==> src/rtl/alu_exec_seq_if.sv <==
// Handshake and data bundle between the control unit and the sequenced ALU.
// The master side launches operations; the slave side is the ALU itself.
interface alu_exec_seq_if #(
    parameter int WIDTH = 8
);
    logic             start;
    logic [2:0]       opAlu;
    logic [WIDTH-1:0] a;
    logic [WIDTH-1:0] b;
    logic             busy;
    logic             done;
    logic [WIDTH-1:0] result;
    logic             zero;
    logic             illegal;
    logic [2:0]       sinal_ula;

    modport master (
        output start, opAlu, a, b,
        input  busy, done, result, zero, illegal, sinal_ula
    );

    modport slave (
        input  start, opAlu, a, b,
        output busy, done, result, zero, illegal, sinal_ula
    );
endinterface

==> src/rtl/alu_exec_seq.sv <==
// Sequenced ALU execution unit: single-cycle logic/arithmetic ops plus a
// multi-cycle shift-add multiplier whose upper half lands in a HI register
// that MF reads back. Operands are captured on an accepted start and the
// result, flags and decoded select are held until the next completion.
module alu_exec_seq #(
    parameter int WIDTH = 8,
    parameter int CNT_W = $clog2(WIDTH) + 1
) (
    input logic          clk,
    input logic          reset,
    alu_exec_seq_if.slave bus
);

    localparam logic [2:0] OP_AND = 3'b000;
    localparam logic [2:0] OP_OR  = 3'b001;
    localparam logic [2:0] OP_ADD = 3'b010;
    localparam logic [2:0] OP_SUB = 3'b011;
    localparam logic [2:0] OP_SLT = 3'b100;
    localparam logic [2:0] OP_MUL = 3'b101;
    localparam logic [2:0] OP_MF  = 3'b110;
    localparam logic [2:0] OP_ILL = 3'b111;

    localparam logic [CNT_W-1:0] LAST_ITER = CNT_W'(WIDTH - 1);

    typedef enum logic [1:0] {
        IDLE,
        EXEC,
        MUL,
        DONE
    } stateT;

    stateT              state;
    stateT              nextState;

    logic [2:0]         opReg;
    logic [WIDTH-1:0]   aReg;
    logic [WIDTH-1:0]   bReg;
    logic [2:0]         sinalReg;

    logic [WIDTH-1:0]   resultReg;
    logic               zeroReg;
    logic               illegalReg;
    logic [WIDTH-1:0]   hiReg;

    logic               mulRun;
    logic [CNT_W-1:0]   mulCount;
    logic [2*WIDTH-1:0] acc;
    logic [2*WIDTH-1:0] mcand;
    logic [WIDTH-1:0]   mplier;
    logic [2*WIDTH-1:0] accNext;
    logic               mulLast;

    logic [WIDTH-1:0]   execValue;
    logic               accept;

    // Map the control unit's op code onto the ALU select lines.
    function automatic logic [2:0] decodeOp(input logic [2:0] op);
        logic [2:0] sel;
        case (op)
            OP_AND:  sel = 3'b000;
            OP_OR:   sel = 3'b001;
            OP_ADD:  sel = 3'b010;
            OP_SUB:  sel = 3'b110;
            OP_SLT:  sel = 3'b111;
            OP_MUL:  sel = 3'b011;
            OP_MF:   sel = 3'b100;
            default: sel = 3'b000;
        endcase
        return sel;
    endfunction

    assign accept  = (state == IDLE) && bus.start;
    assign mulLast = mulRun && (mulCount == LAST_ITER);

    // State register.
    always_ff @(posedge clk) begin
        if (reset) begin
            state <= IDLE;
        end else begin
            state <= nextState;
        end
    end

    // Next-state logic: MUL takes one clear cycle plus WIDTH iterations.
    always_comb begin
        nextState = state;
        case (state)
            IDLE: begin
                if (bus.start) begin
                    nextState = (bus.opAlu == OP_MUL) ? MUL : EXEC;
                end
            end
            EXEC:    nextState = DONE;
            MUL: begin
                if (mulLast) begin
                    nextState = DONE;
                end
            end
            DONE:    nextState = IDLE;
            default: nextState = IDLE;
        endcase
    end

    // Handshake outputs follow the state; data outputs come from held registers.
    always_comb begin
        bus.busy      = 1'b0;
        bus.done      = 1'b0;
        bus.result    = resultReg;
        bus.zero      = zeroReg;
        bus.illegal   = illegalReg;
        bus.sinal_ula = sinalReg;
        case (state)
            IDLE:    bus.busy = 1'b0;
            EXEC:    bus.busy = 1'b1;
            MUL:     bus.busy = 1'b1;
            DONE: begin
                bus.busy = 1'b1;
                bus.done = 1'b1;
            end
            default: bus.busy = 1'b0;
        endcase
    end

    // Capture op and operands only on an accepted start so busy-time starts are ignored.
    always_ff @(posedge clk) begin
        if (reset) begin
            opReg    <= '0;
            aReg     <= '0;
            bReg     <= '0;
            sinalReg <= '0;
        end else if (accept) begin
            opReg    <= bus.opAlu;
            aReg     <= bus.a;
            bReg     <= bus.b;
            sinalReg <= decodeOp(bus.opAlu);
        end
    end

    // Single-cycle datapath; carries and overflow simply fall off the top.
    always_comb begin
        execValue = '0;
        case (opReg)
            OP_AND:  execValue = aReg & bReg;
            OP_OR:   execValue = aReg | bReg;
            OP_ADD:  execValue = aReg + bReg;
            OP_SUB:  execValue = aReg - bReg;
            OP_SLT:  execValue = {{(WIDTH-1){1'b0}}, ($signed(aReg) < $signed(bReg))};
            OP_MF:   execValue = hiReg;
            OP_ILL:  execValue = '0;
            default: execValue = '0;
        endcase
    end

    // Accumulator value after the current shift-add step.
    always_comb begin
        accNext = acc;
        if (mplier[0]) begin
            accNext = acc + mcand;
        end
    end

    // Shift-add multiplier: first MUL cycle clears/loads, then one bit per cycle.
    always_ff @(posedge clk) begin
        if (reset) begin
            mulRun   <= 1'b0;
            mulCount <= '0;
            acc      <= '0;
            mcand    <= '0;
            mplier   <= '0;
        end else if (accept) begin
            mulRun   <= 1'b0;
            mulCount <= '0;
        end else if (state == MUL) begin
            if (!mulRun) begin
                mulRun   <= 1'b1;
                mulCount <= '0;
                acc      <= '0;
                mcand    <= {{WIDTH{1'b0}}, aReg};
                mplier   <= bReg;
            end else begin
                acc      <= accNext;
                mcand    <= mcand << 1;
                mplier   <= mplier >> 1;
                mulCount <= mulCount + 1'b1;
            end
        end
    end

    // Result, flags and HI update on the edge entering DONE so they are valid with done.
    always_ff @(posedge clk) begin
        if (reset) begin
            resultReg  <= '0;
            zeroReg    <= 1'b0;
            illegalReg <= 1'b0;
            hiReg      <= '0;
        end else if (state == EXEC) begin
            resultReg  <= execValue;
            zeroReg    <= (execValue == '0);
            illegalReg <= (opReg == OP_ILL);
        end else if ((state == MUL) && mulLast) begin
            resultReg  <= accNext[WIDTH-1:0];
            hiReg      <= accNext[2*WIDTH-1:WIDTH];
            zeroReg    <= (accNext[WIDTH-1:0] == '0);
            illegalReg <= 1'b0;
        end
    end

endmodule

==> src/flat_wrapper.sv <==
// flat-port wrapper written by rule: the top's interface ports become plain ports
module alu_exec_seq_flat 
#(
    parameter int WIDTH = 8,
    parameter int CNT_W = $clog2(WIDTH) + 1
)
  (clk, reset, bus_start, bus_opAlu, bus_a, bus_b, bus_busy, bus_done, bus_result, bus_zero, bus_illegal, bus_sinal_ula);
  alu_exec_seq_if #(.WIDTH(WIDTH)) bus_i ();
  input logic clk;
  input logic reset;
  input wire logic [$bits(bus_i.start)-1:0] bus_start;
  input wire logic [$bits(bus_i.opAlu)-1:0] bus_opAlu;
  input wire logic [$bits(bus_i.a)-1:0] bus_a;
  input wire logic [$bits(bus_i.b)-1:0] bus_b;
  output wire logic [$bits(bus_i.busy)-1:0] bus_busy;
  output wire logic [$bits(bus_i.done)-1:0] bus_done;
  output wire logic [$bits(bus_i.result)-1:0] bus_result;
  output wire logic [$bits(bus_i.zero)-1:0] bus_zero;
  output wire logic [$bits(bus_i.illegal)-1:0] bus_illegal;
  output wire logic [$bits(bus_i.sinal_ula)-1:0] bus_sinal_ula;
  assign bus_i.start = bus_start;
  assign bus_i.opAlu = bus_opAlu;
  assign bus_i.a = bus_a;
  assign bus_i.b = bus_b;
  assign bus_busy = bus_i.busy;
  assign bus_done = bus_i.done;
  assign bus_result = bus_i.result;
  assign bus_zero = bus_i.zero;
  assign bus_illegal = bus_i.illegal;
  assign bus_sinal_ula = bus_i.sinal_ula;
  alu_exec_seq #(.WIDTH(WIDTH), .CNT_W(CNT_W)) u_core (.clk(clk), .reset(reset), .bus(bus_i));
endmodule
==> config.mk <==
export PLATFORM = sky130hd
export DESIGN_NAME = alu_exec_seq_flat
export DESIGN_NICKNAME = d
export VERILOG_FILES = /design/src/rtl/alu_exec_seq_if.sv /design/src/rtl/alu_exec_seq.sv /design/src/flat_wrapper.sv
export SDC_FILE = /design/constraint.sdc
export NUM_CORES = 1
export LEC_CHECK = 0
export ABC_AREA = 1
export CAP_MARGIN = 40
export CORE_MARGIN = 2
export CORE_UTILIZATION = 39
export CTS_BUF_LIST = sky130_fd_sc_hd__clkbuf_8
export DETAILED_ROUTE_END_ITERATION = 7
export SYNTH_ARGS = -nofsm -noshare
export SYNTH_HDL_FRONTEND = slang
export SYNTH_SLANG_ARGS = --single-unit
==> constraint.sdc <==
create_clock -name clk -period 2.9 [get_ports clk]
set_input_delay 0.87 -clock clk [delete_from_list [all_inputs] [get_ports clk]]
set_output_delay 0.87 -clock clk [all_outputs]
set_load 0.05 [all_outputs]
==> impl_metrics.tcl, run 1 <==
set metrics [dict create \
    grt_pass1_wl_um 24360 \
    required_ns 2.03 \
    finClkSkew_ns 0.01603 \
    dp_hpwl_um 11550 \
    crit_chain "ha_1 -> clkdlybuf4s50_1" \
    seqCellArea_um2 1742 \
    io_pins 37 \
    timing.slew.headroom_pct 52.20 \
    fillers 1468 \
    p_clk_share_pct 21.7 \
    holdBufCountCts 0 \
    fin_setup_tns_ns 0 \
    multiInputGateArea_um2 3291 \
    cts_buffers 9 \
    power.density_nw_per_um2 673.5 \
    p_int_mw 2.360 \
    grt.total_usage_pct 20.32 \
    clkLatencyLatePin_ns 0.39 \
    postLayoutCoreUtil_pct 45.47 \
    gp_congestion 0.9556 \
    vdd_drop_max_mv 0.4969 \
    setup_violations 0 \
    drc 0 \
    overflow 0 \
    whs_ns 0.4770 \
    synthArstFlopShare_pct 0 \
    worst-setup-path-type "reg -> out" \
    status "finished clean" \
    synth_top_area_share_pct 31.13 \
    antenna_cells 0 \
    finalMaxSlewViolations 0 \
    wl_per_cell_um 13.91 \
    drive_gt1_share_pct 4.730 \
    drt_iter0_drc 302 \
    clock_path_buffers 2 \
    fin_crit_ns 2.597 \
    synth_area_leaders "dfxtp_1 31%, nand2_1 15%, ha_1 11%" \
    cts_tree "done" \
    htreeDepth 3 \
    chipHeight_um 123.8 \
    fmax_mhz 385.1 \
    antenna_left 0 \
    hold_violations 0 \
    power_switching_mw 1.907 \
    dr.pass1.iters 5 \
    synth.distinct_cells 38 \
    final_nets 955 \
    routed_via_density 5.020 \
    cts-root-buf "clkbuf_8" \
    tightestPinTransition_ns 0.7162 \
    hold_class "reg -> reg" \
    cap_violations 0 \
    syn_nets 929 \
    slowest_stage "clkdlybuf4s50_1" \
    cts.clk_slew.worst_paths_ns 0.09 \
    combPwrFrac_pct 43.5 \
    vias 5361 \
    final_cell_mix "229 x nand2_1, 111 x inv_1, 87 x dfxtp_1, 81 x a21oi_1, 72 x nor2_1" \
    synth_edf_count 0 \
    yosysSeqAreaShare_pct 31.13 \
    arrival_ns 1.73 \
    synth_area_per_cell_um2 6.528 \
    postCtsSetupBuffers 0 \
    start_util_pct 40.15 \
    yosysWarnings 0 \
    pwr-share-seq_pct 34.7 \
    syn2layout_area_growth_pct 13.26 \
    grt_setup_unrepaired "no" \
    yosysTopAreaCell "dfxtp_1" \
    synth-main-ff-cell "dfxtp_1" \
    ys_seq_elements 87 \
    fp.dieW_um 123.8 \
    worst_path_largest_cell_delay_ns 0.80 \
    cts.sinks 87 \
    synthesis.instances 857 \
    grt_pass1_vias 4904 \
    design.core.area_um2 13930 \
    final_common_cell "nand2_1" \
    grt_max_degree 41 \
    end_kind "output port" \
    p_leak_nw 2.913 \
    worstPathMaxFanout 4 \
    syn_area_um2 5594 \
    port_buffers 36 \
    totalWireLength_um 14860 \
    die_area_um2 15320 \
    switching_share_pct 44.69 \
    rows 43 \
    worstSetupStartpointType "register" \
    antenna_found_initial 0 \
    post-route-period-util_pct 89.54 \
]
-- final timing paths --
| kind | from | end | slack [ns] | cells past startpoint |
|---|---|---|---|---|
| min reg2reg | u_core.bus.illegal | u_core.bus.illegal | 0.48 | 2 |
| min | u_core.bus.illegal | u_core.bus.illegal | 0.48 | 2 |
| max reg2reg | u_core.state[0] | u_core.bus.zero | 0.60 | 11 |
| max | u_core.state[1] | bus_done | 0.30 | 2 |
-- state kept, by name, summed over array words and instances, names as in the netlist, 2 cells and up --
signal	cells
u_core.aReg	8
u_core.acc	16
u_core.bReg	8
u_core.bus.result	8
u_core.bus.sinal_ula	3
u_core.hiReg	8
u_core.mcand	16
u_core.mplier	8
u_core.mulCount	4
u_core.opReg	3
u_core.state	2
-- cell usage after synthesis, types with 3 or more instances --
cell type,n
inv_2,3
inv_1,111
o221ai_1,4
o22ai_1,8
or2_2,8
fa_1,3
nand2_1,229
o21ai_0,55
a21oi_1,81
ha_1,47
nor2_1,72
nand3_1,62
o211ai_1,4
a31oi_1,6
buf_2,8
o21ai_1,3
clkbuf_1,20
dfxtp_1,87
xnor2_1,3
o21bai_1,3
nand4_1,12
nand3b_1,4
xor2_1,4
nor3_1,4
-- stage by stage --
| step | std cells | worst slack (ns) | power [mW] | area (um^2) |
|---|---|---|---|---|
| 2_1_floorplan | 857 | 1.067 | 2.845 | 5594 |
| 3_3_place_gp | 1052 | 0.5070 | 3.357 | 6125 |
| 6_report | 1068 | 0.3032 | 4.268 | 6336 |
| 5_1_grt | 1068 | 0.2499 | 4.593 | 6336 |
| 3_5_place_dp | 1052 | 0.4816 | 3.355 | 6125 |
| 4_1_cts | 1068 | 0.05731 | 4.271 | 6334 |
-- layout make-up --
| cell class | count | area share (%) |
|---|---|---|
| Clock buffer | 9 | 1.955 |
| Clock inverter | 7 | 1.343 |
| Multi-Input combinational cell | 624 | 51.94 |
| Inverter | 115 | 6.813 |
| Tap cell | 180 | 3.555 |
| Sequential cell | 87 | 27.49 |
| Timing Repair Buffer | 46 | 6.912 |
-- worst max-delay path: cells and delay by family, from the launching register on --
kind,cells,cell delay [ns]
buf+inv,1,0.80
flops,1,0.39
fa+ha+maj,1,0.17
-- power groups by stage --
stage                     sequential (mW)  clock [mW]  combinational, mW
after floorplan                      1.56           0               1.29
after global placement               1.50           0               1.85
after detailed placement             1.51           0               1.85
after CTS                            1.48       0.936               1.85
after global routing                 1.50       0.987               2.10
final                                1.48       0.928               1.86
-- per-layer routing --
| layer | GRT usage (%) | vias to the layer above | wire length, um |
|---|---|---|---|
| met3 | 3.388 | 16 | 593 |
| met4 | 5.966 | 0 | 242 |
| met2 | 30.73 | 101 | 6107 |
| met5 | 0 | - | 0 |
| met1 | 29.53 | 2419 | 7918 |
| li1 | - | 2825 | - |
-- logic make-up (layout without fill, tap and decap cells) --
kind of cell | Yosys count | after routing | synth area share [%]
buf+inv | 146 | 177 | 10.04
compound gates | 169 | 169 | 16.28
simple gates | 398 | 398 | 29.86
flops | 87 | 87 | 31.13
xor+xnor | 7 | 7 | 1.096
fa+ha+maj | 50 | 50 | 11.59
-- timing repair --
action | 4_1_cts | 5_1_grt
endpoints found under the hold margin | 0 | 0
setup endpoints to repair | 0 | 1
resized for setup | 0 | 1
(Power assumes the default switching activity.)
==> inputs of run 2 (changes only) <==
- CORE_UTILIZATION: 39 -> 30
==> run 2 against run 1 <==
Sequential power barely moved. Setup slack worse by 0.020 ns. First-iteration DRC count increased by 20%. Critical path depth is the same. Clock-buffer cell count did not move. Final cell count rose by 4.7%. Critical endpoint unchanged.
==> impl_metrics.tcl, run 2 (synthesis results as in run 1) <==
set metrics [dict create \
    grt.total_usage_pct 16.32 \
    p_leak_nw 2.936 \
    wl_per_cell_um 13.77 \
    cts.clk_slew.worst_paths_ns 0.10 \
    io_pins 37 \
    chipHeight_um 140.6 \
    cts_resized 0 \
    combPwrFrac_pct 42.3 \
    end_kind "output port" \
    antenna_cells 0 \
    top_regs "u_core.acc x16, u_core.mcand x16" \
    cap_violations 0 \
    use_met1_pct 23.59 \
    required_ns 2.03 \
    fin_setup_tns_ns 0 \
    fin_crit_ns 2.617 \
    grt_setup_unrepaired "no" \
    vias 5445 \
    clock_path_buffers 2 \
    grt_pass1_wl_um 25970 \
    grt.busiest_layer "met2" \
    finClkSkew_ns 0.01317 \
    r2r_start "u_core.state[0]" \
    dr.pass1.iters 5 \
    syn2layout_area_growth_pct 15.21 \
    cts.sinks 87 \
    htreeDepth 3 \
    p_int_mw 2.536 \
    whs_ns 0.4704 \
    r2r_cells 11 \
    drc 0 \
    pwr-share-seq_pct 33.3 \
    post-route-period-util_pct 90.23 \
    drt_iter0_drc 361 \
    cts-root-buf "clkbuf_8" \
    final_cells 1118 \
    placed_area_um2 6193 \
    antenna_left 0 \
    hold_class "reg -> reg" \
    holdPathStages 2 \
    final_cell_mix "229 x nand2_1, 111 x inv_1, 87 x dfxtp_1, 81 x a21oi_1, 72 x nor2_1" \
    rows 49 \
    vdd_drop_max_mv 0.4001 \
    hold_violations 0 \
    cts_tree "done" \
    clkLatencyLatePin_ns 0.38 \
    timing.slew.headroom_pct 55.79 \
    gp_congestion 0.9130 \
    port_buffers 36 \
    cts_buffers 9 \
    final_nets 956 \
    rrSetupSlack_ns 0.62 \
    timing.rr.end "u_core.bus.zero" \
    setup_violations 0 \
    dp_hpwl_um 11850 \
    tightestPinTransition_ns 0.6624 \
    postCtsSetupBuffers 0 \
    design.core.area_um2 18150 \
    final_common_cell "nand2_1" \
    die_area_um2 19760 \
    status "finished clean" \
    whs_endpoint "u_core.bus.illegal" \
    holdCritStartpoint "u_core.bus.illegal" \
    holdBufCountCts 0 \
    fin_area_um2 6445 \
    fillers 1982 \
    grt_pass1_vias 5123 \
    worstPathMaxFanout 4 \
    worstSetupStartpointType "register" \
    overflow 0 \
    grt_max_degree 43 \
    power.density_nw_per_um2 691.4 \
    totalWireLength_um 15400 \
    grtUsageMet3_pct 2.462 \
    drive_gt1_share_pct 4.837 \
    fp.dieW_um 140.6 \
    worst-setup-path-type "reg -> out" \
    power_switching_mw 1.920 \
    routed_via_density 4.870 \
    grt_use_met2_pct 25.13 \
    placed_cells 1102 \
    start_util_pct 30.83 \
    finalMaxSlewViolations 0 \
    fmax_mhz 382.2 \
    finalPower_mw 4.456 \
    antenna_found_initial 0 \
    arrival_ns 1.75 \
    p_clk_share_pct 24.4 \
    switching_share_pct 43.10 \
]
==> run 2: cell count changes in the layout (fill, tap and decap cells not counted) <==
cell       previous run  this run
inv_6                 4         3
buf_4                10        11
bufinv_16             1         3
inv_8                 1         0
==> run 2: worst max-delay path, stage by stage, from the launching register on <==
cell and delay [ns]:
dfxtp_1 0.39, ha_1 0.17, clkdlybuf4s50_1 0.80
==> run 2: worst max path at each step <==
stage                    startpoint              end  slack, ns
finish              u_core.state[1]         bus_done       0.28
global route        u_core.state[1]         bus_done       0.18
CTS                 u_core.state[0]         bus_busy       0.05
detailed placement  u_core.state[0]         bus_busy       0.49
global placement    u_core.state[0]         bus_busy       0.50
floorplan           u_core.mcand[0]  u_core.hiReg[2]       1.07
==> run 2: area by class of cell <==
cell class                      count  area, um^2  share of cell area [%]
Timing Repair Buffer               47       445.4                   6.911
Multi-Input combinational cell    624        3291                   51.06
Clock inverter                      7       125.1                   1.941
Inverter                          115       431.7                   6.698
Clock buffer                        9       123.9                   1.922
Sequential cell                    87        1742                   27.02
Tap cell                          229       286.5                   4.446
==> run 2: power groups by stage <==
stage          clock, mW  sequential, mW  combinational [mW]
4_1_cts             1.11            1.48                1.88
3_3_place_gp           0            1.51                1.86
5_1_grt             1.15            1.51                2.13
3_5_place_dp           0            1.51                1.87
6_report            1.09            1.48                1.89
2_1_floorplan          0            1.56                1.29
==> run 2: stage by stage <==
step           utilization [%]  worst slack (ns)
2_1_floorplan                -             1.067
3_3_place_gp             34.13            0.5006
3_5_place_dp             34.13            0.4872
4_1_cts                  35.50           0.05413
5_1_grt                  35.51            0.1845
6_report                 35.51            0.2833
==> run 2: layer usage <==
layer  share of wire (%)  up-vias
li1                    -     2828
met4                 1.7        0
met1                  52     2489
met2                  42      112
met5                   0        -
met3                 3.9       16
